<file path="src/rtl/fetch_seq_pkg.sv">
// Shared types and constants for the instruction fetch sequencer.
// State encoding, datapath widths and the latency-counter reload helper.
package fetch_seq_pkg;

  localparam int ADDR_W  = 16;
  localparam int INSTR_W = 32;
  localparam int CNT_W   = 3;

  typedef logic [ADDR_W-1:0]  addr_t;
  typedef logic [INSTR_W-1:0] instr_t;
  typedef logic [CNT_W-1:0]   lat_cnt_t;

  typedef enum logic [2:0] {
    ST_ISSUE   = 3'd0,
    ST_WAIT    = 3'd1,
    ST_CAPTURE = 3'd2,
    ST_VALID   = 3'd3,
    ST_DATA    = 3'd4
  } state_e;

  // Per-cycle control strobes decoded from the fetch state.
  typedef struct packed {
    logic capture;
    logic accept;
    logic load_cnt;
    logic dec_cnt;
    logic in_data;
  } fetch_ctl_t;

  // Counter value loaded when an access is launched; it counts the
  // remaining cycles until the memory read data is valid.
  function automatic lat_cnt_t lat_reload(input int unsigned latency);
    return lat_cnt_t'(latency - 1);
  endfunction

endpackage

</file>
<file path="src/rtl/fetch_ram_port_mux.sv">
// RAM address port arbitration: the data address wins the single RAM
// address port in any cycle where the data requester holds the grant.
module fetch_ram_port_mux
  import fetch_seq_pkg::*;
(
  input  logic  [ADDR_W-1:0] pc,
  input  logic  [ADDR_W-1:0] data_addr,
  input  logic               data_grant,
  output logic  [ADDR_W-1:0] ram_address
);

  mux2_16 u_mux (
    .sel (data_grant),
    .a   (pc),
    .b   (data_addr),
    .y   (ram_address)
  );

endmodule

</file>
<file path="src/rtl/mux2_16.sv">
// Generic 16-bit 2:1 multiplexer: y = sel ? b : a.
module mux2_16 (
  input  logic        sel,
  input  logic [15:0] a,
  input  logic [15:0] b,
  output logic [15:0] y
);

  assign y = sel ? b : a;

endmodule

</file>
<file path="src/rtl/fetch_sequencer.sv">
// Instruction fetch sequencer: PC, BROM/RAM select, latency wait, decode
// handshake and RAM port sharing. Optional counters: FETCH_SEQ_PERF_EN.
module fetch_sequencer
  import fetch_seq_pkg::*;
#(
  parameter logic [ADDR_W-1:0] RESET_PC    = 16'h0000,
  parameter int unsigned       MEM_LATENCY = 1
) (
  input  logic               clk,
  input  logic               reset_n,
  input  logic [INSTR_W-1:0] ram_value,
  input  logic [INSTR_W-1:0] brom_value,
  output logic [ADDR_W-1:0]  ram_address,
  output logic [ADDR_W-1:0]  brom_address,
  output logic [ADDR_W-1:0]  pc,
  output logic               execute_from_ram,
  output logic [INSTR_W-1:0] instruction_binary,
  output logic               instr_valid,
  input  logic               instr_ready,
  input  logic               jump_valid,
  input  logic [ADDR_W-1:0]  jump_target,
  input  logic               jump_to_ram,
  input  logic               data_req,
  input  logic [ADDR_W-1:0]  data_addr,
  output logic               data_grant,
  output logic               data_rvalid
`ifdef FETCH_SEQ_PERF_EN
  ,
  output logic [15:0]        fetch_count,
  output logic [15:0]        data_stall_count
`endif
);

  localparam lat_cnt_t LAT_LOAD = lat_reload(MEM_LATENCY);

  state_e     state_q, state_d;
  fetch_ctl_t ctl;

  lat_cnt_t   lat_cnt_q;
  addr_t      pc_q;
  logic       from_ram_q;
  instr_t     instr_q;
  logic       valid_q;

  logic       dpend_q;
  lat_cnt_t   dcnt_q;
  logic       drvalid_q;
  logic       grant;

  // While fetching from BROM the RAM port is idle and a data request is
  // served in any state; from RAM it only gets the ISSUE slot.
  always_comb begin
    grant = reset_n && data_req && !dpend_q &&
            (!from_ram_q || (state_q == ST_ISSUE));
  end

  // ---------------------------------------------------------------------
  // FSM: state register
  // ---------------------------------------------------------------------
  // NOTE: clocked state uses non-blocking assignments so every register
  // samples the pre-edge values regardless of process evaluation order.
  always_ff @(posedge clk or negedge reset_n) begin
    if (!reset_n) begin
      state_q <= ST_ISSUE;
    end else begin
      state_q <= state_d;
    end
  end

  // ---------------------------------------------------------------------
  // FSM: next-state logic
  // ---------------------------------------------------------------------
  // NOTE: state_d gets a default before any branch, so no path through the
  // block leaves it unassigned and no latch is inferred.
  always_comb begin
    state_d = state_q;
    if (jump_valid) begin
      state_d = ST_ISSUE;
    end else begin
      unique case (state_q)
        ST_ISSUE: begin
          if (from_ram_q && grant)  state_d = ST_DATA;
          else if (MEM_LATENCY == 1) state_d = ST_CAPTURE;
          else                       state_d = ST_WAIT;
        end
        ST_WAIT: begin
          if (lat_cnt_q <= lat_cnt_t'(1)) state_d = ST_CAPTURE;
        end
        ST_CAPTURE: state_d = ST_VALID;
        ST_VALID: begin
          if (instr_ready) state_d = ST_ISSUE;
        end
        ST_DATA: begin
          if (drvalid_q) state_d = ST_ISSUE;
        end
        default: state_d = ST_ISSUE;
      endcase
    end
  end

  // ---------------------------------------------------------------------
  // FSM: output decode
  // ---------------------------------------------------------------------
  always_comb begin
    ctl          = '0;
    ctl.load_cnt = (state_q == ST_ISSUE);
    ctl.dec_cnt  = (state_q == ST_WAIT);
    ctl.capture  = (state_q == ST_CAPTURE) && !jump_valid;
    ctl.accept   = (state_q == ST_VALID) && valid_q && instr_ready;
    ctl.in_data  = (state_q == ST_DATA);
  end

  // ---------------------------------------------------------------------
  // Fetch datapath: PC, execution select, instruction register
  // ---------------------------------------------------------------------
  always_ff @(posedge clk or negedge reset_n) begin
    if (!reset_n) begin
      pc_q       <= RESET_PC;
      from_ram_q <= 1'b0;
      instr_q    <= '0;
      valid_q    <= 1'b0;
      lat_cnt_q  <= '0;
    end else begin
      // A jump replaces pc+1 even when it coincides with an accept.
      if (jump_valid) begin
        pc_q       <= jump_target;
        from_ram_q <= jump_to_ram;
      end else if (ctl.accept) begin
        pc_q <= pc_q + addr_t'(1);
      end

      if (jump_valid) begin
        valid_q <= 1'b0;
      end else if (ctl.capture) begin
        valid_q <= 1'b1;
      end else if (ctl.accept) begin
        valid_q <= 1'b0;
      end

      if (ctl.capture) begin
        instr_q <= from_ram_q ? ram_value : brom_value;
      end

      if (ctl.load_cnt) begin
        lat_cnt_q <= LAT_LOAD;
      end else if (ctl.dec_cnt) begin
        lat_cnt_q <= lat_cnt_q - lat_cnt_t'(1);
      end
    end
  end

  // ---------------------------------------------------------------------
  // Data read tracker: one outstanding read, independent of jumps
  // ---------------------------------------------------------------------
  always_ff @(posedge clk or negedge reset_n) begin
    if (!reset_n) begin
      dpend_q   <= 1'b0;
      dcnt_q    <= '0;
      drvalid_q <= 1'b0;
    end else begin
      drvalid_q <= 1'b0;
      if (grant) begin
        if (MEM_LATENCY == 1) begin
          drvalid_q <= 1'b1;
        end else begin
          dpend_q <= 1'b1;
          dcnt_q  <= LAT_LOAD;
        end
      end else if (dpend_q) begin
        if (dcnt_q <= lat_cnt_t'(1)) begin
          drvalid_q <= 1'b1;
          dpend_q   <= 1'b0;
        end else begin
          dcnt_q <= dcnt_q - lat_cnt_t'(1);
        end
      end
    end
  end

  fetch_ram_port_mux u_ram_port_mux (
    .pc          (pc_q),
    .data_addr   (data_addr),
    .data_grant  (grant),
    .ram_address (ram_address)
  );

  assign brom_address       = pc_q;
  assign pc                 = pc_q;
  assign execute_from_ram   = from_ram_q;
  assign instruction_binary = instr_q;
  assign instr_valid        = valid_q;
  assign data_grant         = grant;
  assign data_rvalid        = drvalid_q;

`ifdef FETCH_SEQ_PERF_EN
  // Saturating event counters; they hold at all-ones rather than wrap.
  always_ff @(posedge clk or negedge reset_n) begin
    if (!reset_n) begin
      fetch_count      <= '0;
      data_stall_count <= '0;
    end else begin
      if (ctl.accept && (fetch_count != 16'hFFFF)) begin
        fetch_count <= fetch_count + 16'd1;
      end
      if (ctl.in_data && (data_stall_count != 16'hFFFF)) begin
        data_stall_count <= data_stall_count + 16'd1;
      end
    end
  end
`endif

endmodule

</file>
<file path="config.mk">
export PLATFORM = sky130hd
export DESIGN_NAME = fetch_sequencer
export DESIGN_NICKNAME = d
export VERILOG_FILES = /design/src/rtl/fetch_seq_pkg.sv /design/src/rtl/fetch_ram_port_mux.sv /design/src/rtl/mux2_16.sv /design/src/rtl/fetch_sequencer.sv
export SDC_FILE = /design/constraint.sdc
export NUM_CORES = 1
export LEC_CHECK = 0
export ABC_AREA = 1
export BUFFER_PORTS_ARGS = -buffer_cell sky130_fd_sc_hd__clkbuf_2
export CAP_MARGIN = 20
export CORE_MARGIN = 2
export CORE_UTILIZATION = 49
export DETAILED_ROUTE_END_ITERATION = 16
export MAX_ROUTING_LAYER = met4
export PLACE_DENSITY = 0.86
export SLEW_MARGIN = 20
export SYNTH_ARGS = -nofsm -noshare
export SYNTH_HDL_FRONTEND = slang
export SYNTH_SLANG_ARGS = --single-unit
</file>
<file path="constraint.sdc">
create_clock -name clk -period 2.3 [get_ports clk]
set_input_delay 0 -clock clk [delete_from_list [all_inputs] [get_ports clk]]
set_output_delay 0 -clock clk [all_outputs]
set_load 0.1 [all_outputs]
</file>
==> qor.tcl, run 1 <==
set qor(status) {finished clean}
set qor(postSynth.asyncResetShare) 1.000
set qor(syn_area_um2) 3552
set qor(viasPerCell) 5.306
set qor(detailed_place_hpwl_um) 7798
set qor(fp.dieW_um) 89.14
set qor(timing.critical_path.required_ns) 2.56
set qor(total_power_mw) 6.535
set qor(port-buffer-count) 185
set qor(synth_enable_flop_cells) 0
set qor(timing.final.max_slew_violations) 0
set qor(numPlacedInstances) 735
set qor(worst_ir_drop_vdd_v) 0.001651
set qor(list_of_most_frequent_post_synthesis_cells) {nand2_1 (161), dfrtp_1 (61), nor2_1 (58)}
set qor(min_path_cells) 4
set qor(global_route_wire_length_before_repair_um) 20380
set qor(yosys.cell_count.top_type) {nand2_1}
set qor(achievable-frequency_mhz) 459.1
set qor(design.portCount) 186
set qor(p_leak_nw) 2.907
set qor(core_region_area_um2) 7137
set qor(period_needed_ns) 2.178
set qor(gr-total-overflow) 0
set qor(final_util) 0.8014
set qor(finalCritPeriodShare) 0.9471
set qor(power-per-cell-area_nw_per_um2) 1143
set qor(drt_pre_antenna_iters) 5
set qor(crit_type) {reg -> reg}
set qor(antenna_found_initial) 0
set qor(cts_made_buffers) 9
set qor(antenna_left) 0
set qor(clk-insertion-delay-late_ns) 0.33
set qor(clock_tree.htree_level_count) 3
set qor(worst_slew_margin_rel) 0.4816
set qor(cts_sinks) 61
set qor(synth_fa_ha_area_frac) 0.01761
set qor(initial_utilization) 0.4977
set qor(crit_arrival_ns) 2.43
set qor(die_area_um2) 7946
set qor(antenna_cells_inserted) 0
set qor(grt_start_max_net_pins) 65
set qor(ys.warnings.count) 0
set qor(share_of_layout_cells_above_drive_strength_1) 0.3202
set qor(ys.flop_type) {dfrtp_1}
set qor(floorplan.rows) 31
set qor(synth-simple-area-share) 0.2959
set qor(synth_cells) 479
set qor(skew_ns) 0.009398
set qor(setup_repair_after_global_routing_missed_its_margin) {false}
set qor(synth_top_family_by_area) {simple AND/OR/NAND/NOR gates}
set qor(mappedNetlistNets) 586
set qor(synth_cell_type_count) 25
set qor(synth.top_cell.area_share) 0.4297
set qor(yosysSeqAreaShare) 0.4297
set qor(crit-reg2reg-launch) {state_q[2]$_DFFE_PN0P_}
set qor(holdCritPathClass) {in -> reg}
set qor(root_buffer) {clkbuf_8}
set qor(placement.setup.worst_slack_ns) 0.4394
set qor(worst_pin_slew_ns) 0.7776
set qor(route.final.wire_length_um) 13260
set qor(clk_transition_reported_paths_ns) 0.07
set qor(cp_max_fo) 64
set qor(cts_max_path_buffers) 2
set qor(final_hold_vios) 0
set qor(synth_xor_xnor_area_share) 0.01726
set qor(detailedRoute.firstIterationViolations) 224
set qor(hold_start) {jump_target[1]}
set qor(drt_drc_violations_left) 0
set qor(grt_util_all_layers) 0.3469
set qor(grt_pass1_vias) 4320
set qor(post-synth-top-area-cell) {dfrtp_1}
set qor(wl_per_cell_um) 15.92
set qor(fin_nets) 836
set qor(routabilityCongestion) 0.9123
set qor(final.setup.tns_ns) 0
set qor(timing.reg2reg.setup_slack_ns) 0.12
set qor(synthesis.area_per_instance_um2) 7.416
set qor(finalNonFillerCells) 833
set qor(synthesized_area_fraction_occupied_by_ao_oa_aoi_and_oai_cells) 0.1250
set qor(ys_top_cells_by_area) {dfrtp_1 (43%), nand2_1 (17%), nor2_1 (6.1%), a31oi_1 (5.6%), nand3_1 (4.2%)}
set qor(synth_seq_cells) 61
set qor(setup_slack_ns) 0.1217
set qor(hold_end) {brom_address[1]$_DFFE_PN0P_}
set qor(die-height_um) 89.14
set qor(synthMuxAreaShare) 0
set qor(timing.final.setup_violations) 0
set qor(end_of_the_worst_register_to_register_path) {instruction_binary[18]$_DFFE_PN0P_}
set qor(cts_tree) {yes}
set qor(max-cap-violations) 0
set qor(worst_setup_path_end_kind) {flop}
set qor(cp-start-kind) {flop}
set qor(dr_total_vias) 4420
set qor(rr_worst_depth) 7
set qor(area_growth_syn_to_layout_pct) 61.01
==> final cells by class <==
cell class                 count  area (um2)
clock buffer                  12       155.1
clock inverter                 4       22.52
fill                         470        1418
inverter                      42       160.2
multi-input combinational    341        1672
sequential                    61        1528
tap                           99       123.9
timing repair buffer         274        2058
==> flip-flops by register name, indices dropped and copies added (netlist names) <==
signal              count
instr_valid             1
data_rvalid             1
execute_from_ram        1
dcnt_q                  3
instruction_binary     32
brom_address           16
lat_cnt_q               3
state_q                 3
dpend_q                 1
==> worst max path at each step <==
stage,startpoint,endpoint,slack (ns),cells after the start
4_1_cts,state_q[1]$_DFFE_PN0P_,ram_address[8],0.07,8
6_report,state_q[2]$_DFFE_PN0P_,instruction_binary[18]$_DFFE_PN0P_,0.12,7
3_5_place_dp,state_q[1]$_DFFE_PN0P_,ram_address[8],0.44,8
2_1_floorplan,execute_from_ram$_DFFE_PN0P_,ram_address[0],0.09,6
3_3_place_gp,state_q[1]$_DFFE_PN0P_,ram_address[8],0.55,8
5_1_grt,state_q[2]$_DFFE_PN0P_,instruction_binary[11]$_DFFE_PN0P_,0.002,7
==> metrics by stage <==
stage               hold WS, ns  instance area (um2)
global placement         0.2172                 4715
CTS                     0.02212                 5713
floorplan               -0.2956                 3606
detailed placement       0.2256                 4715
finish                  0.05004                 5719
global route             0.1175                 5719
==> layer usage <==
layer	vias to the layer above	part of all wire	routed length, um	track usage
met5	-	0	0	-
met4	0	0.030	393	0.1357
met3	50	0.095	1262	0.09049
met2	296	0.51	6766	0.6040
met1	2053	0.37	4841	0.3774
li1	2021	-	-	-
==> worst max-delay path, cell delays in order, from the launching register on <==
cell and delay (ns):
dfrtp_1 0.42, nor2_1 0.14, nand3_1 0.15, inv_2 0.08, buf_6 0.35, nor2_1 0.08
a31oi_1 0.22, dlygate4sd3_1 0.63
==> cell usage in the layout (no fill, tap or decap), drive strengths merged <==
cell type,Yosys,final
a21oi,1,1
o21ai,31,31
nor2,62,62
xnor2,1,1
clkinvlp,0,1
clkinv,0,3
xor2,6,6
a31oi,32,32
inv,42,42
o22ai,2,2
nand3,30,30
dlygate4sd3,0,82
buf,27,24
o211ai,2,2
ha,5,5
clkbuf,8,180
or2,1,1
dfrtp,61,61
nand4,4,4
nor3,1,1
nand2,163,163
==> what timing repair did <==
action	4_1_cts	5_1_grt
endpoints found under the setup margin	0	38
resized for setup	0	3
hold buffers	82	0
hold endpoints to repair	110	0
buffers inserted	0	0
==> kinds of logic after synthesis <==
family | count (synthesis)
xor gates and xnor gates | 7
and+or+nand+nor | 261
adders and majority gates | 5
buffers and inverters | 77
AOI/OAI and AO/OA | 68
DFF | 61
==> report_power, final <==
| part | internal (mW) | switching, mW | total [mW] |
|---|---|---|---|
| logic | 0.964 | 3.15 | 4.11 |
| clock network | 0.445 | 0.412 | 0.857 |
| registers | 1.35 | 0.222 | 1.57 |
| total | 2.75 | 3.78 | 6.53 |
(Power assumes the default switching activity.)
==> inputs of run 2 (changes only) <==
CORE_MARGIN = 3   (was 2)
RECOVER_POWER = 100   (was not set)
==> qor.tcl, run 2 (same netlist as run 1, synthesis figures left out) <==
set qor(holdCritPathClass) {in -> reg}
set qor(cp-start-kind) {flop}
set qor(largest_register_ffs) 32 ;# unchanged
set qor(p_leak_nw) 2.704 ;# -7.0%
set qor(initial_utilization) 0.5143 ;# +0.01659
set qor(clk-insertion-delay-late_ns) 0.33 ;# about the same
set qor(core_region_area_um2) 6907 ;# -3.2%
set qor(root_buffer) {clkbuf_8}
set qor(status) {finished, violations left}
set qor(die-height_um) 91.14 ;# +2.2%
set qor(cts_sinks) 61 ;# unchanged
set qor(timing.final.setup_violations) 0 ;# unchanged
set qor(die_area_um2) 8307 ;# +4.5%
set qor(fin_nets) 834 ;# -0.24%
set qor(achievable-frequency_mhz) 492.3 ;# +7.2%
set qor(layout.filler_cells) 500 ;# +6.4%
set qor(antenna_cells_inserted) 0 ;# unchanged
set qor(area.sequential_um2) 1528 ;# unchanged
set qor(routabilityCongestion) 0.9048 ;# -0.82%
set qor(route.final.wire_length_um) 13700 ;# +3.3%
set qor(final_hold_vios) 0 ;# unchanged
set qor(design.portCount) 186 ;# unchanged
set qor(drt_pre_antenna_iters) 7 ;# +2
set qor(max-cap-violations) 1 ;# +1
set qor(worst_ir_drop_vdd_v) 0.001165 ;# -29%
set qor(worstPathBufferInverterCount) 4 ;# +1
set qor(crit_family) {buffers and inverters}
set qor(most-common-layout-cells) {nand2_1 (163), clkbuf_2 (101), dlygate4sd3_1 (82), clkbuf_1 (69)}
set qor(worst_setup_path_end_kind) {output port}
set qor(global_route_wire_length_before_repair_um) 22010 ;# +8.0%
set qor(cts_max_path_buffers) 2 ;# unchanged
set qor(rr_worst_depth) 7 ;# unchanged
set qor(cpMaxStageDelayCell) {dfrtp_1}
set qor(detailedRoute.firstIterationViolations) 210 ;# -6.3%
set qor(cp_max_fo) 31 ;# -52%
set qor(crit_arrival_ns) 2.03 ;# -0.40 ns
set qor(clk_transition_reported_paths_ns) 0.07 ;# about the same
set qor(crit_type) {reg -> out}
set qor(cp_slowest_stage_delay_ns) 0.42 ;# -0.21 ns
set qor(worst_pin_slew_ns) 1.499 ;# +0.7210 ns
set qor(antenna_found_initial) 0 ;# unchanged
set qor(cts_resized) 0 ;# unchanged
set qor(port-buffer-count) 185 ;# unchanged
set qor(antenna_left) 0 ;# unchanged
set qor(cp.depth) 9 ;# +2
set qor(grt_start_max_net_pins) 65 ;# unchanged
set qor(final.setup.tns_ns) 0 ;# unchanged
set qor(viasPerCell) 5.290 ;# -0.31%
set qor(floorplan.rows) 30 ;# -3.2%
set qor(wl_per_cell_um) 16.54 ;# +3.9%
set qor(cts_tree) {yes}
set qor(dr_total_vias) 4380 ;# -0.90%
set qor(min_path_cells) 4 ;# unchanged
set qor(gr-total-overflow) 0 ;# unchanged
set qor(detailed_place_hpwl_um) 7750 ;# -0.61%
set qor(power-per-cell-area_nw_per_um2) 1167 ;# +2.1%
set qor(final_util) 0.8152 ;# +0.01385
set qor(fp.dieW_um) 91.14 ;# +2.2%
set qor(clock_tree.htree_level_count) 3 ;# unchanged
set qor(multiInputGateArea_um2) 1657 ;# -0.90%
set qor(failed_checks) {max-capacitance violations}
set qor(worst_slew_margin_rel) 0.0009660 ;# -0.4806
set qor(total_power_mw) 6.570 ;# +0.54%
set qor(area_growth_syn_to_layout_pct) 58.51
set qor(share_of_layout_cells_above_drive_strength_1) 0.2172 ;# -0.1030
set qor(skew_ns) 0.01188 ;# +0.002487 ns
set qor(grt_pass1_vias) 4598 ;# +6.4%
set qor(cts_made_buffers) 9 ;# unchanged
set qor(critical_path.cell_chain) {nor2_1 -> inv_2 -> nor2_2 -> o21ai_2 -> inv_2 -> buf_12 -> nand2_1 -> o21ai_4 -> buf_12}
set qor(setup_repair_after_global_routing_missed_its_margin) {false}
set qor(period_needed_ns) 2.031 ;# -0.1468 ns
set qor(drt_drc_violations_left) 0 ;# unchanged
set qor(leading_cell_type_in_the_layout_fill_and_taps_excluded) {nand2_1}
set qor(finalCritPeriodShare) 0.8832 ;# -0.06383
set qor(timing.final.max_slew_violations) 0 ;# unchanged
set qor(timing.critical_path.required_ns) 2.30 ;# -0.26 ns
set qor(grt_util_all_layers) 0.3406 ;# -0.006286
## run 2: final cells by class
class	count	share of cell area
clock buffers	10	0.02267
inverters	42	0.02800
clock inverters	6	0.01133
well taps	96	0.02133
multi-input cells	341	0.2942
repair buffers	272	0.3511
flip-flops and latches	61	0.2713
## run 2: path summary, 6_finish.rpt
| kind | from | endpoint | slack (ns) |
|---|---|---|---|
| worst min register to register | dcnt_q[2]$_DFFE_PN0P_ | dcnt_q[2]$_DFFE_PN0P_ | 0.47 |
| max in group asynchronous | reset_n | execute_from_ram$_DFFE_PN0P_ | 0.57 |
| min in group asynchronous | reset_n | brom_address[5]$_DFFE_PN0P_ | 0.73 |
| worst max-delay path | state_q[1]$_DFFE_PN0P_ | ram_address[14] | 0.27 |
| worst min-delay path | jump_target[1] | brom_address[1]$_DFFE_PN0P_ | 0.04 |
| worst max register to register | state_q[2]$_DFFE_PN0P_ | instruction_binary[9]$_DFFE_PN0P_ | 0.30 |
## run 2: layer usage
layer	track usage	wire [um]	up-vias
met5	-	0	-
met4	0.1595	486	0
met3	0.07788	1213	42
met2	0.5917	6956	276
met1	0.3683	5043	2043
li1	-	-	2019
## run 2: what timing repair did
action	4_1_cts	5_1_grt
setup buffers	0	0
hold buffers	82	0
hold endpoints to repair	110	0
## run 2: where the power goes
group | leakage (nW) | switching (mW) | total [mW] | internal, mW
Combinational | 1.89 | 3.15 | 4.04 | 0.894
Clock | 0.0923 | 0.447 | 0.946 | 0.499
Sequential | 0.719 | 0.235 | 1.58 | 1.34
## run 2: tightest hold or removal path, delay by kind of cell
family	cells	cell delay (ns)
compound gates	2	0.16
simple gates	1	0.10
buf+inv	1	0.07
## run 2: per-stage QoR
stage          cells  cell area (um2)  hold slack [ns]  setup WS, ns
3_3_place_gp     730             4721           0.2119        0.7777
2_1_floorplan    479             3606          -0.2956       0.09327
6_report         828             5630          0.03586        0.2685
4_1_cts          828             5733         0.006151        0.3245
5_1_grt          828             5630          0.04141       0.09515
3_5_place_dp     730             4721           0.2237        0.7062
==> inputs of run 3 (changes only) <==
CORE_MARGIN = not set   (was 3)
CORE_UTILIZATION = 46   (was 49)
PLACE_DENSITY = 0.81   (was 0.86)
SETUP_SLACK_MARGIN = 0.02   (was not set)
clock period = 2.06 ns   (was 2.3 ns; I/O delays follow)
==> qor.tcl, run 3 (same netlist as run 1, synthesis figures left out) <==
set qor(routabilityCongestion) 0.8389 ;# -7.3%
set qor(cts_max_path_buffers) 2 ;# unchanged
set qor(switchingPower_mw) 4.238 ;# +11%
set qor(cpMaxStageDelayCell) {dlygate4sd3_1}
set qor(root_buffer) {clkbuf_8}
set qor(routed-wl-met2_um) 6641 ;# -4.5%
set qor(most-common-layout-cells) {nand2_1 (161), clkbuf_2 (101), dlygate4sd3_1 (82), clkbuf_1 (67)}
set qor(area_growth_syn_to_layout_pct) 59.81
set qor(worst_slew_margin_rel) 0.1849 ;# +0.1839
set qor(critical_path.cell_chain) {nor2_1 -> nand3_2 -> inv_2 -> clkbuf_16 -> nor2_1 -> a31oi_1 -> dlygate4sd3_1}
set qor(wl_per_cell_um) 15.80 ;# -4.5%
set qor(period_needed_ns) 1.994
set qor(power-per-cell-area_nw_per_um2) 1291 ;# +11%
set qor(crit_arrival_ns) 2.26 ;# +0.23 ns
set qor(grt_util_all_layers) 0.3284 ;# -0.01223
set qor(largest_register_ffs) 32 ;# unchanged
set qor(grt_pass1_vias) 4452 ;# -3.2%
set qor(gr-total-overflow) 0 ;# unchanged
set qor(port-buffer-count) 185 ;# unchanged
set qor(antenna_left) 0 ;# unchanged
set qor(power_report.internal_total_mw) 3.088 ;# +13%
set qor(route.final.wire_length_um) 13180 ;# -3.8%
set qor(crit-reg2reg-launch) {state_q[2]$_DFFE_PN0P_}
set qor(max-cap-violations) 0 ;# -1
set qor(pwr-share-clk) 0.149 ;# +0.005
set qor(crit_family) {buffers and inverters}
set qor(leading_cell_type_in_the_layout_fill_and_taps_excluded) {nand2_1}
set qor(finalCritPeriodShare) 0.9680
set qor(p_leak_nw) 2.719 ;# +0.53%
set qor(worst_pin_slew_ns) 1.228 ;# -0.2706 ns
set qor(initial_utilization) 0.4820 ;# -0.03231
set qor(detailed_place_hpwl_um) 7422 ;# -4.2%
set qor(power.share.combinational) 0.612 ;# -0.004
set qor(drt_drc_violations_left) 0 ;# unchanged
set qor(fin_nets) 838 ;# +0.48%
set qor(achievable-frequency_mhz) 501.5
set qor(floorplan.rows) 31 ;# +3.3%
set qor(final_hold_vios) 0 ;# unchanged
set qor(clk-insertion-delay-late_ns) 0.33 ;# about the same
set qor(die_area_um2) 8078 ;# -2.8%
set qor(worst_ir_drop_vdd_v) 0.001125 ;# -3.4%
set qor(timing.reg2reg.setup_slack_ns) 0.07 ;# -0.23 ns
set qor(detailroute.wirelength.met3_um) 1103 ;# -9.1%
set qor(share_of_layout_cells_above_drive_strength_1) 0.2327 ;# +0.01544
set qor(cts_tree) {yes}
set qor(timing.final.max_slew_violations) 0 ;# unchanged
set qor(power.sequential.fraction) 0.240 ;# about the same
set qor(detailedRoute.firstIterationViolations) 232 ;# +10%
set qor(dr.max_layer_used) {met4}
set qor(layout.filler_cells) 553 ;# +11%
set qor(hold_end) {instr_valid$_DFFE_PN0P_}
set qor(hold_start) {jump_valid}
set qor(worst_setup_path_end_kind) {flop}
set qor(postCtsSetupBuffers) 0 ;# unchanged
set qor(rr_worst_depth) 7 ;# unchanged
set qor(design.portCount) 186 ;# unchanged
set qor(setup_repair_after_global_routing_missed_its_margin) {true}
set qor(drt_pre_antenna_iters) 6 ;# -1
set qor(total_power_mw) 7.326 ;# +12%
set qor(timing.final.setup_violations) 0 ;# unchanged
set qor(cpMostUsedCell) {nor2_1}
set qor(end_of_the_worst_register_to_register_path) {instruction_binary[0]$_DFFE_PN0P_}
set qor(grt_start_max_net_pins) 65 ;# unchanged
set qor(holdCritPathClass) {in -> reg}
set qor(viasPerCell) 5.335 ;# +0.84%
set qor(antenna_cells_inserted) 0 ;# unchanged
set qor(core_region_area_um2) 7370 ;# +6.7%
set qor(dr_total_vias) 4449 ;# +1.6%
set qor(status) {finished clean}
set qor(switching_power_as_a_share_of_total_power) 0.5784 ;# -0.004994
set qor(design_area_um2) 5677 ;# +0.82%
set qor(numPlacedInstances) 734 ;# +0.55%
set qor(routedLengthMet1_um) 5023 ;# -0.40%
set qor(cts_sinks) 61 ;# unchanged
set qor(timing.critical_path.required_ns) 2.32 ;# +0.02 ns
set qor(cp_slowest_stage_delay_ns) 0.61 ;# +0.19 ns
set qor(min_path_cells) 4 ;# unchanged
set qor(skew_ns) 0.01024 ;# -0.001647 ns
set qor(die-height_um) 89.88 ;# -1.4%
set qor(clk_transition_reported_paths_ns) 0.07 ;# about the same
set qor(worstPathBufferInverterCount) 3 ;# -1
set qor(global_route_wire_length_before_repair_um) 20670 ;# -6.1%
set qor(placement.cell_area_um2) 4795 ;# +1.6%
set qor(cts_made_buffers) 9 ;# unchanged
set qor(finalNonFillerCells) 834 ;# +0.72%
set qor(fp.dieW_um) 89.88 ;# -1.4%
set qor(antenna_found_initial) 0 ;# unchanged
set qor(cp-start-kind) {flop}
set qor(cp_max_fo) 16 ;# -48%
set qor(crit_type) {reg -> reg}
set qor(clock_tree.htree_level_count) 3 ;# unchanged
==> run 3: changes by cell type in the layout (fill, tap and decap cells not counted), moves of 3 or more <==
| cell | previous run | this run |
|---|---|---|
| buf_6 | 0 | 13 |
| o21ai_2 | 8 | 1 |
| o21ai_4 | 7 | 14 |
| buf_12 | 19 | 4 |
| clkbuf_16 | 0 | 3 |
==> run 3: how the worst max path moves through the flow <==
stage                                  from                                 end  slack [ns]  cells past startpoint
6_report             state_q[2]$_DFFE_PN0P_   instruction_binary[0]$_DFFE_PN0P_        0.07                      7
5_1_grt              state_q[2]$_DFFE_PN0P_  instruction_binary[13]$_DFFE_PN0P_       -0.03                      7
4_1_cts              state_q[1]$_DFFE_PN0P_                     ram_address[10]        0.03                      9
3_5_place_dp         state_q[1]$_DFFE_PN0P_                     ram_address[10]        0.41                      9
3_3_place_gp         state_q[1]$_DFFE_PN0P_                      ram_address[8]        0.50                      9
2_1_floorplan  execute_from_ram$_DFFE_PN0P_                     ram_address[11]        0.08                      6
==> run 3: cell type report <==
cell class              count  area (um2)  area share
inverters                  42       157.7     0.02777
clock inverters             4       47.55    0.008376
well taps                  99       123.9     0.02182
flip-flops and latches     61        1533      0.2700
multi-input cells         341        1724      0.3037
repair buffers            276        1939      0.3416
clock buffers              11       151.4     0.02667
==> run 3: power groups by stage <==
stage               combinational [mW]  sequential [mW]  clock, mW
CTS                               4.50             1.72       1.10
global route                      4.63             1.78       1.18
floorplan                         1.25             3.80          0
finish                            4.48             1.76       1.09
detailed placement                4.09             1.73          0
global placement                  4.04             1.73          0
==> run 3: worst min-delay path, cell delays in order <==
cell and delay (ns):
clkbuf_2 0.10, nor2_1 0.07, nand3_2 0.09, nand2_1 0.05
==> run 3: timing repair <==
| action | in CTS | in global routing |
|---|---|---|
| hold buffers | 82 | 0 |
| endpoints found under the hold margin | 110 | 0 |
| endpoints found under the setup margin | 0 | 44 |
| gates resized for setup | 0 | 1 |
==> run 3: metal layers <==
| metal | GRT usage | vias to the layer above |
|---|---|---|
| li1 | - | 2025 |
| met1 | 0.3683 | 2084 |
| met2 | 0.5596 | 292 |
| met3 | 0.06684 | 48 |
| met4 | 0.1613 | 0 |
| met5 | - | - |
==> run 3: through the flow <==
step / util / hold WS [ns] / worst slack, ns / setup TNS (ns)
global placement: 0.6506 / 0.2222 / 0.4983 / 0
CTS: 0.7890 / 0.01046 / 0.03316 / 0
global route: 0.7703 / 0.02237 / -0.02729 / -0.03324
floorplan: - / -0.2956 / 0.08414 / 0
finish: 0.7703 / 0.01852 / 0.06584 / 0
detailed placement: 0.6506 / 0.2294 / 0.4126 / 0
